**src/rtl/inst_stream_driver_if.sv**
```systemverilog
// Bus bundle between the stimulus/check engine and whatever drives or observes it.
// The bubbles field exists only when INST_DRV_BUBBLE_EN is defined.
interface inst_stream_driver_if #(
    parameter int INST_W    = 32,
    parameter int DEPTH     = 16,
    parameter int CHK_DEPTH = 8
);
    localparam int PAW = $clog2(DEPTH);
    localparam int CAW = (CHK_DEPTH > 1) ? $clog2(CHK_DEPTH) : 1;

    logic              load_we;
    logic [PAW-1:0]    load_addr;
    logic [INST_W-1:0] load_data;
    logic              exp_we;
    logic [CAW-1:0]    exp_addr;
    logic [4:0]        exp_reg;
    logic [INST_W-1:0] exp_data;
    logic [PAW:0]      prog_len;
    logic [CAW:0]      exp_count;
    logic              start;
    logic              wb_regwrite;
    logic [4:0]        wb_reg;
    logic [INST_W-1:0] wb_data;
`ifdef INST_DRV_BUBBLE_EN
    logic [2:0]        bubbles;
`endif
    logic [INST_W-1:0] inst;
    logic              busy;
    logic              done;
    logic              pass;
    logic [7:0]        err_count;
    logic [CAW:0]      first_err_idx;

    modport master (
`ifdef INST_DRV_BUBBLE_EN
        output bubbles,
`endif
        output load_we, load_addr, load_data, exp_we, exp_addr, exp_reg, exp_data,
        output prog_len, exp_count, start, wb_regwrite, wb_reg, wb_data,
        input  inst, busy, done, pass, err_count, first_err_idx
    );

    modport slave (
`ifdef INST_DRV_BUBBLE_EN
        input  bubbles,
`endif
        input  load_we, load_addr, load_data, exp_we, exp_addr, exp_reg, exp_data,
        input  prog_len, exp_count, start, wb_regwrite, wb_reg, wb_data,
        output inst, busy, done, pass, err_count, first_err_idx
    );
endinterface

```
**src/rtl/inst_stream_driver.sv**
```systemverilog
// Program issue + writeback check engine for the 5-stage MIPS cpu.
// Optional hazard-free bubble issue mode is enabled by defining INST_DRV_BUBBLE_EN.
module inst_stream_driver #(
    parameter int INST_W       = 32,
    parameter int DEPTH        = 16,
    parameter int CHK_DEPTH    = 8,
    parameter int DRAIN_CYCLES = 5
) (
    input  logic                clk,
    input  logic                reset,
    inst_stream_driver_if.slave bus
);
    localparam int PAW = $clog2(DEPTH);
    localparam int CAW = (CHK_DEPTH > 1) ? $clog2(CHK_DEPTH) : 1;
    localparam int DCW = (DRAIN_CYCLES > 0) ? $clog2(DRAIN_CYCLES + 1) : 1;

    localparam logic [PAW:0]   DEPTH_V = (PAW + 1)'(DEPTH);
    localparam logic [CAW:0]   CHK_V   = (CAW + 1)'(CHK_DEPTH);
    localparam logic [CAW:0]   WB_SAT  = (CAW + 1)'(CHK_DEPTH + 1);
    localparam logic [DCW-1:0] DRAIN_V = DCW'(DRAIN_CYCLES);

    typedef enum logic [1:0] {IDLE, ISSUE, DRAIN, DONE} state_e;

    state_e            state_q, state_d;
    logic [PAW-1:0]    ptr_q, ptr_d;
    logic [PAW:0]      len_q, len_d;
    logic [CAW:0]      exp_cnt_q, exp_cnt_d;
    logic [DCW-1:0]    drain_q, drain_d;
    logic [2:0]        bub_len_q, bub_len_d;
    logic [2:0]        bub_q, bub_d;
    logic [INST_W-1:0] inst_q, inst_d;
    logic [7:0]        err_q, err_d;
    logic [CAW:0]      first_err_q, first_err_d;
    logic [CAW:0]      wb_idx_q, wb_idx_d;

    logic [INST_W-1:0] prog_mem     [DEPTH];
    logic [4:0]        exp_reg_mem  [CHK_DEPTH];
    logic [INST_W-1:0] exp_data_mem [CHK_DEPTH];

    logic              busy;
    logic [PAW:0]      len_c;
    logic [CAW:0]      exp_c;
    logic [2:0]        bub_c;
    logic [PAW-1:0]    ptr_nxt;
    logic              last_word;
    logic              wb_err;

    assign busy = (state_q == ISSUE) || (state_q == DRAIN);

    // NOTE: the storage arrays have no reset; only control state is cleared, so a
    // retained program survives reset and the arrays map onto plain RAM.
    always_ff @(posedge clk) begin
        if (bus.load_we && !busy) prog_mem[bus.load_addr] <= bus.load_data;
        if (bus.exp_we && !busy) begin
            exp_reg_mem[bus.exp_addr]  <= bus.exp_reg;
            exp_data_mem[bus.exp_addr] <= bus.exp_data;
        end
    end

    always_ff @(posedge clk or negedge reset) begin
        if (!reset) begin
            state_q     <= IDLE;
            ptr_q       <= '0;
            len_q       <= '0;
            exp_cnt_q   <= '0;
            drain_q     <= '0;
            bub_len_q   <= '0;
            bub_q       <= '0;
            inst_q      <= '0;
            err_q       <= '0;
            first_err_q <= '1;
            wb_idx_q    <= '0;
        end else begin
            state_q     <= state_d;
            ptr_q       <= ptr_d;
            len_q       <= len_d;
            exp_cnt_q   <= exp_cnt_d;
            drain_q     <= drain_d;
            bub_len_q   <= bub_len_d;
            bub_q       <= bub_d;
            inst_q      <= inst_d;
            err_q       <= err_d;
            first_err_q <= first_err_d;
            wb_idx_q    <= wb_idx_d;
        end
    end

    always_comb begin
        len_c = (bus.prog_len > DEPTH_V) ? DEPTH_V : bus.prog_len;
        exp_c = (bus.exp_count > CHK_V) ? CHK_V : bus.exp_count;
`ifdef INST_DRV_BUBBLE_EN
        bub_c = bus.bubbles;
`else
        bub_c = 3'd0;
`endif
    end

    assign ptr_nxt   = ptr_q + PAW'(1);
    assign last_word = ({1'b0, ptr_q} == (len_q - (PAW + 1)'(1)));

    // NOTE: every _d gets its hold value first, so no path through this block can
    // leave a signal unassigned and infer a latch.
    always_comb begin
        state_d     = state_q;
        ptr_d       = ptr_q;
        len_d       = len_q;
        exp_cnt_d   = exp_cnt_q;
        drain_d     = drain_q;
        bub_len_d   = bub_len_q;
        bub_d       = bub_q;
        inst_d      = inst_q;
        err_d       = err_q;
        first_err_d = first_err_q;
        wb_idx_d    = wb_idx_q;
        wb_err      = 1'b0;

        case (state_q)
            IDLE, DONE: begin
                if (bus.start) begin
                    len_d       = len_c;
                    exp_cnt_d   = exp_c;
                    bub_len_d   = bub_c;
                    bub_d       = '0;
                    ptr_d       = '0;
                    err_d       = '0;
                    first_err_d = '1;
                    wb_idx_d    = '0;
                    if (len_c != '0) begin
                        state_d = ISSUE;
                        inst_d  = prog_mem[0];
                    end else begin
                        state_d = DRAIN;
                        inst_d  = '0;
                        drain_d = DCW'(1);
                    end
                end
            end
            ISSUE: begin
                if (bub_q != '0) begin
                    // Bubble slot: emit NOPs until the configured gap is filled.
                    if (bub_q == bub_len_q) begin
                        bub_d  = '0;
                        ptr_d  = ptr_nxt;
                        inst_d = prog_mem[ptr_nxt];
                    end else begin
                        bub_d  = bub_q + 3'd1;
                        inst_d = '0;
                    end
                end else if (last_word) begin
                    state_d = DRAIN;
                    inst_d  = '0;
                    drain_d = DCW'(1);
                end else if (bub_len_q != '0) begin
                    bub_d  = 3'd1;
                    inst_d = '0;
                end else begin
                    ptr_d  = ptr_nxt;
                    inst_d = prog_mem[ptr_nxt];
                end
            end
            DRAIN: begin
                inst_d = '0;
                if (drain_q >= DRAIN_V) state_d = DONE;
                else                    drain_d = drain_q + DCW'(1);
            end
            default: state_d = IDLE;
        endcase

        // Writebacks to $0 never reach the register file, so they are not counted.
        if (busy && bus.wb_regwrite && (bus.wb_reg != 5'd0)) begin
            if (wb_idx_q >= exp_cnt_q) wb_err = 1'b1;
            else wb_err = (exp_reg_mem[wb_idx_q[CAW-1:0]] != bus.wb_reg) ||
                          (exp_data_mem[wb_idx_q[CAW-1:0]] != bus.wb_data);
            if (wb_err) begin
                if (err_q != 8'hFF) err_d = err_q + 8'd1;
                if (err_q == 8'd0)  first_err_d = wb_idx_q;
            end
            if (wb_idx_q != WB_SAT) wb_idx_d = wb_idx_q + (CAW + 1)'(1);
        end
    end

    assign bus.inst          = inst_q;
    assign bus.busy          = busy;
    assign bus.done          = (state_q == DONE);
    assign bus.pass          = (state_q == DONE) && (err_q == 8'd0) && (wb_idx_q == exp_cnt_q);
    assign bus.err_count     = err_q;
    assign bus.first_err_idx = first_err_q;
endmodule
```
**src/flat_wrapper.sv**
```systemverilog
// flat-port wrapper written by rule: the top's interface ports become plain ports
module inst_stream_driver_flat 
#(
    parameter int INST_W       = 32,
    parameter int DEPTH        = 16,
    parameter int CHK_DEPTH    = 8,
    parameter int DRAIN_CYCLES = 5
)
  (clk, reset, bus_load_we, bus_load_addr, bus_load_data, bus_exp_we, bus_exp_addr, bus_exp_reg, bus_exp_data, bus_prog_len, bus_exp_count, bus_start, bus_wb_regwrite, bus_wb_reg, bus_wb_data, bus_inst, bus_busy, bus_done, bus_pass, bus_err_count, bus_first_err_idx);
  inst_stream_driver_if #(.INST_W(INST_W), .DEPTH(DEPTH), .CHK_DEPTH(CHK_DEPTH)) bus_i ();
  input  logic clk;
  input  logic reset;
  input wire logic [$bits(bus_i.load_we)-1:0] bus_load_we;
  input wire logic [$bits(bus_i.load_addr)-1:0] bus_load_addr;
  input wire logic [$bits(bus_i.load_data)-1:0] bus_load_data;
  input wire logic [$bits(bus_i.exp_we)-1:0] bus_exp_we;
  input wire logic [$bits(bus_i.exp_addr)-1:0] bus_exp_addr;
  input wire logic [$bits(bus_i.exp_reg)-1:0] bus_exp_reg;
  input wire logic [$bits(bus_i.exp_data)-1:0] bus_exp_data;
  input wire logic [$bits(bus_i.prog_len)-1:0] bus_prog_len;
  input wire logic [$bits(bus_i.exp_count)-1:0] bus_exp_count;
  input wire logic [$bits(bus_i.start)-1:0] bus_start;
  input wire logic [$bits(bus_i.wb_regwrite)-1:0] bus_wb_regwrite;
  input wire logic [$bits(bus_i.wb_reg)-1:0] bus_wb_reg;
  input wire logic [$bits(bus_i.wb_data)-1:0] bus_wb_data;
  output wire logic [$bits(bus_i.inst)-1:0] bus_inst;
  output wire logic [$bits(bus_i.busy)-1:0] bus_busy;
  output wire logic [$bits(bus_i.done)-1:0] bus_done;
  output wire logic [$bits(bus_i.pass)-1:0] bus_pass;
  output wire logic [$bits(bus_i.err_count)-1:0] bus_err_count;
  output wire logic [$bits(bus_i.first_err_idx)-1:0] bus_first_err_idx;
  assign bus_i.load_we = bus_load_we;
  assign bus_i.load_addr = bus_load_addr;
  assign bus_i.load_data = bus_load_data;
  assign bus_i.exp_we = bus_exp_we;
  assign bus_i.exp_addr = bus_exp_addr;
  assign bus_i.exp_reg = bus_exp_reg;
  assign bus_i.exp_data = bus_exp_data;
  assign bus_i.prog_len = bus_prog_len;
  assign bus_i.exp_count = bus_exp_count;
  assign bus_i.start = bus_start;
  assign bus_i.wb_regwrite = bus_wb_regwrite;
  assign bus_i.wb_reg = bus_wb_reg;
  assign bus_i.wb_data = bus_wb_data;
  assign bus_inst = bus_i.inst;
  assign bus_busy = bus_i.busy;
  assign bus_done = bus_i.done;
  assign bus_pass = bus_i.pass;
  assign bus_err_count = bus_i.err_count;
  assign bus_first_err_idx = bus_i.first_err_idx;
  inst_stream_driver #(.INST_W(INST_W), .DEPTH(DEPTH), .CHK_DEPTH(CHK_DEPTH), .DRAIN_CYCLES(DRAIN_CYCLES)) u_core (.clk(clk), .reset(reset), .bus(bus_i));
endmodule
```
**config.mk**
```make
export PLATFORM = sky130hd
export DESIGN_NAME = inst_stream_driver_flat
export DESIGN_NICKNAME = d
export VERILOG_FILES = /design/src/rtl/inst_stream_driver_if.sv /design/src/rtl/inst_stream_driver.sv /design/src/flat_wrapper.sv
export SDC_FILE = /design/constraint.sdc
export NUM_CORES = 1
export LEC_CHECK = 0
export CAP_MARGIN = 0
export CORE_ASPECT_RATIO = 0.6
export CORE_MARGIN = 4
export CORE_UTILIZATION = 25
export DETAILED_ROUTE_END_ITERATION = 10
export GPL_ROUTABILITY_DRIVEN = 0
export PLACE_DENSITY = 0.48
export SKIP_LAST_GASP = 1
export SYNTH_ARGS = -nofsm -noshare
export SYNTH_HDL_FRONTEND = slang
export SYNTH_SLANG_ARGS = --single-unit
```
**constraint.sdc**
```tcl
create_clock -name clk -period 9.5 [get_ports clk]
set_clock_uncertainty 0.15 [all_clocks]
set_input_delay 2.85 -clock clk [delete_from_list [all_inputs] [get_ports clk]]
set_output_delay 2.85 -clock clk [all_outputs]
set_load 0.01 [all_outputs]
```
==> results.tsv <==
metric	value	unit
Port Buffers	174	
Total Neg Setup Slack	0	ns
die width	490	um
GRT Util Overall	12.5	%
routed vias/inst	4.56	
CP max FO	44	
RSZ-0062 raised after global routing	false	
Clk pin slew, worst setup/hold paths	0.06	ns
Maximum Capacitance Violations	0	
leak pwr	13.2	nW
total number of vias	18000	
Seq. cell area	26000	um2
#FFs+latches synth	877	
crit-path max cell delay	0.99	ns
Hold-fix buffers, CTS	0	
die height	297	um
CP Launch Type	register	
CP max-delay cell	dfrtp_4	
synthesized net count	1999	
Worst Setup Path Type	register to output pin	
Tmin final	6.00	ns
Yosys warning total	0	
first-pass GRT wire length	133000	um
initial core utilization	25.3	%
# IOs	175	
core area	138000	um2
Gate Count Post-Synth	1854	
max layer used	met5	
CP cell instances	inv_1 > ha_1 > nand3_1 > nor3_1 > clkdlybuf4s50_1	
WP data required	6.50	ns
gr ovfl total	0	
Multi-input gate area	8570	um2
outcome	completed	
syn avg cell area	18.8	um2
vias in the first global route	18600	
final clock period utilization by the worst path	63.2	%
Post-Synthesis Cell Area	34800	um2
Starting DRT DRC Count	1516	
Final Hold Viols	0	
cell row count	105	
Critical Path End Type	output pin	
register area share after synthesis	74.6	%
area grow syn2layout	20.5	%
fraction of layout cells with a size suffix above 1	18.6	%
DP HPWL	53000	um
Power Density	265	nW/um2
asr flop ratio synth	7.87	%
largest net degree at the start of global routing	77	
Die ar.	146000	um2
Overall Power	11.1	mW
hold crit path type	register to register	
H-tree Lvls	3	
Post-CTS Repair Setup Buffers	0	
clk sinks	877	
clk_lat worst skew	0.68	ns
routed wire length	92300	um
Rel. slew slack	21.5	%
Met2 Wirelength	41300	um
Arr. time, crit path	3.00	ns
commonest non-fill, non-tap cells in the layout	edfxtp_1 (808), nand2_1 (193), mux4_2 (178), clkdlybuf4s50_1 (173), clkbuf_16 (91)	
Slew Viols, Final	0	
Synth cell types	61	
fin nets	2211	
TritonCTS buffer count	90	
WL/cell	23.3	um
number of setup violations in the final report	0	
Met1 Routed Length	44000	um
CTS tree	built	
Fillers	13200	
DRT antenna net count	0	
hold depth	2	
DRC viols	0	
initial antenna violation count	12	
CP bufs+invs	2	
Levels on crit path	5	
FF-to-FF path depth	9	
commonest non-fill, non-tap cell in the layout	edfxtp_1	
fmax	0.167	GHz
met3 wire length	4980	um
Slew @ Worst Pin	1.17	ns
Post-synth top flop	edfxtp_1	
worst vdd ir	0.222	mV
DRT Pass-1 Iters	5	
root buffer cell	clkbuf_16	
Resize count post-CTS	0	
crit-path leading delay family	flip-flops	
number of synthesized flops with an enable pin	808	
Max Root-Sink Buffers	3	
## through the flow
stage | instances | setup slack, ns | hold WS, ns | utilization [%] | area, um2
after floorplan | 1854 | 3.30 | 0.304 | - | 34800
after global placement | 3793 | 3.46 | 0.322 | 28.3 | 39000
after detailed placement | 3793 | 3.43 | 0.325 | 28.3 | 39000
after CTS | 3954 | 3.26 | 0.340 | 30.5 | 42000
after global routing | 3955 | 3.16 | 0.361 | 30.5 | 42000
final | 3958 | 3.50 | 0.336 | 30.5 | 42000
## worst register-to-register path: stages, from the launching register on
cell and delay [ns]:
dfrtp_4 0.99, buf_4 0.94, mux4_2 0.61, mux2i_1 0.26, xnor2_1 0.11, nor4_1 0.17
nand2_1 0.19, nor4_4 0.72, nor3_2 0.18, mux2_1 0.35
## final timing paths
path	startpoint	end	slack, ns
max	u_core.wb_idx_q[0]	bus_pass	3.50
min	u_core.bus.inst[8]	u_core.bus.inst[8]	0.34
max reg2reg	u_core.wb_idx_q[0]	u_core.bus.first_err_idx[2]	4.77
min reg2reg	u_core.bus.inst[8]	u_core.bus.inst[8]	0.34
max in group asynchronous	reset	u_core.wb_idx_q[0]	5.91
min in group asynchronous	reset	u_core.bus.inst[10]	1.92
## sequential cells by signal (all words and copies together), names as in the netlist
register	cells
u_core.prog_mem	512
u_core.exp_data_mem	256
u_core.exp_reg_mem	40
u_core.bus.inst	32
u_core.bus.err_count	8
u_core.len_q	5
u_core.bus.first_err_idx	4
u_core.exp_cnt_q	4
u_core.ptr_q	4
u_core.wb_idx_q	4
u_core.bub_q	3
u_core.drain_q	3
u_core.state_q	2
## cells in the mapped netlist (22+ instances only)
library cell | n | area share [%]
nand2_1 | 193 | 2.1
mux2i_1 | 76 | 2.2
a32oi_1 | 32 | 0.80
clkbuf_1 | 59 | 0.64
nand3b_1 | 37 | 0.80
mux4_2 | 178 | 12
dfrtp_1 | 65 | 4.7
edfxtp_1 | 808 | 70
o21ai_0 | 55 | 0.79
a22oi_1 | 22 | 0.47
nand3_1 | 48 | 0.69
xnor2_1 | 31 | 0.78
nor2_1 | 29 | 0.31
## cell families (layout without fill, tap and decap cells)
logic type               Yosys count  count (layout)  share of synthesized area [%]
flip-flops                       877             877                           74.6
AND/OR/NAND/NOR                  382             382                           5.25
multiplexers                     259             259                           13.9
AO/OA/AOI/OAI                    169             169                           3.32
buffers and inverters            115             396                           1.43
XOR/XNOR                          35              35                          0.880
adder cells (fa/ha/maj)           17              17                          0.611
other                              0               4                              0
## per-layer routing
layer  track usage (%)  vias up
met5                 0        -
met4              3.03        6
met3              2.95      118
met2              18.7      425
met1              18.2     9592
li1                  -     7903
## where the power goes
part	internal (mW)	total, mW	leakage [nW]	switching [mW]
clock network	2.05	3.54	1.44	1.49
registers	4.48	4.68	8.17	0.207
logic	1.30	2.91	3.57	1.61
total	7.82	11.1	13.2	3.31
## cell type report
type | count | share of cell area [%]
inverter | 20 | 0.179
clock buffer | 115 | 5.81
sequential | 877 | 62.0
antenna | 4 | 0.0238
tap | 1819 | 5.42
multi-input combinational | 862 | 20.4
clock inverter | 46 | 1.29
timing repair buffer | 215 | 4.91
No activity file was read; power rests on OpenSTA's default activity.
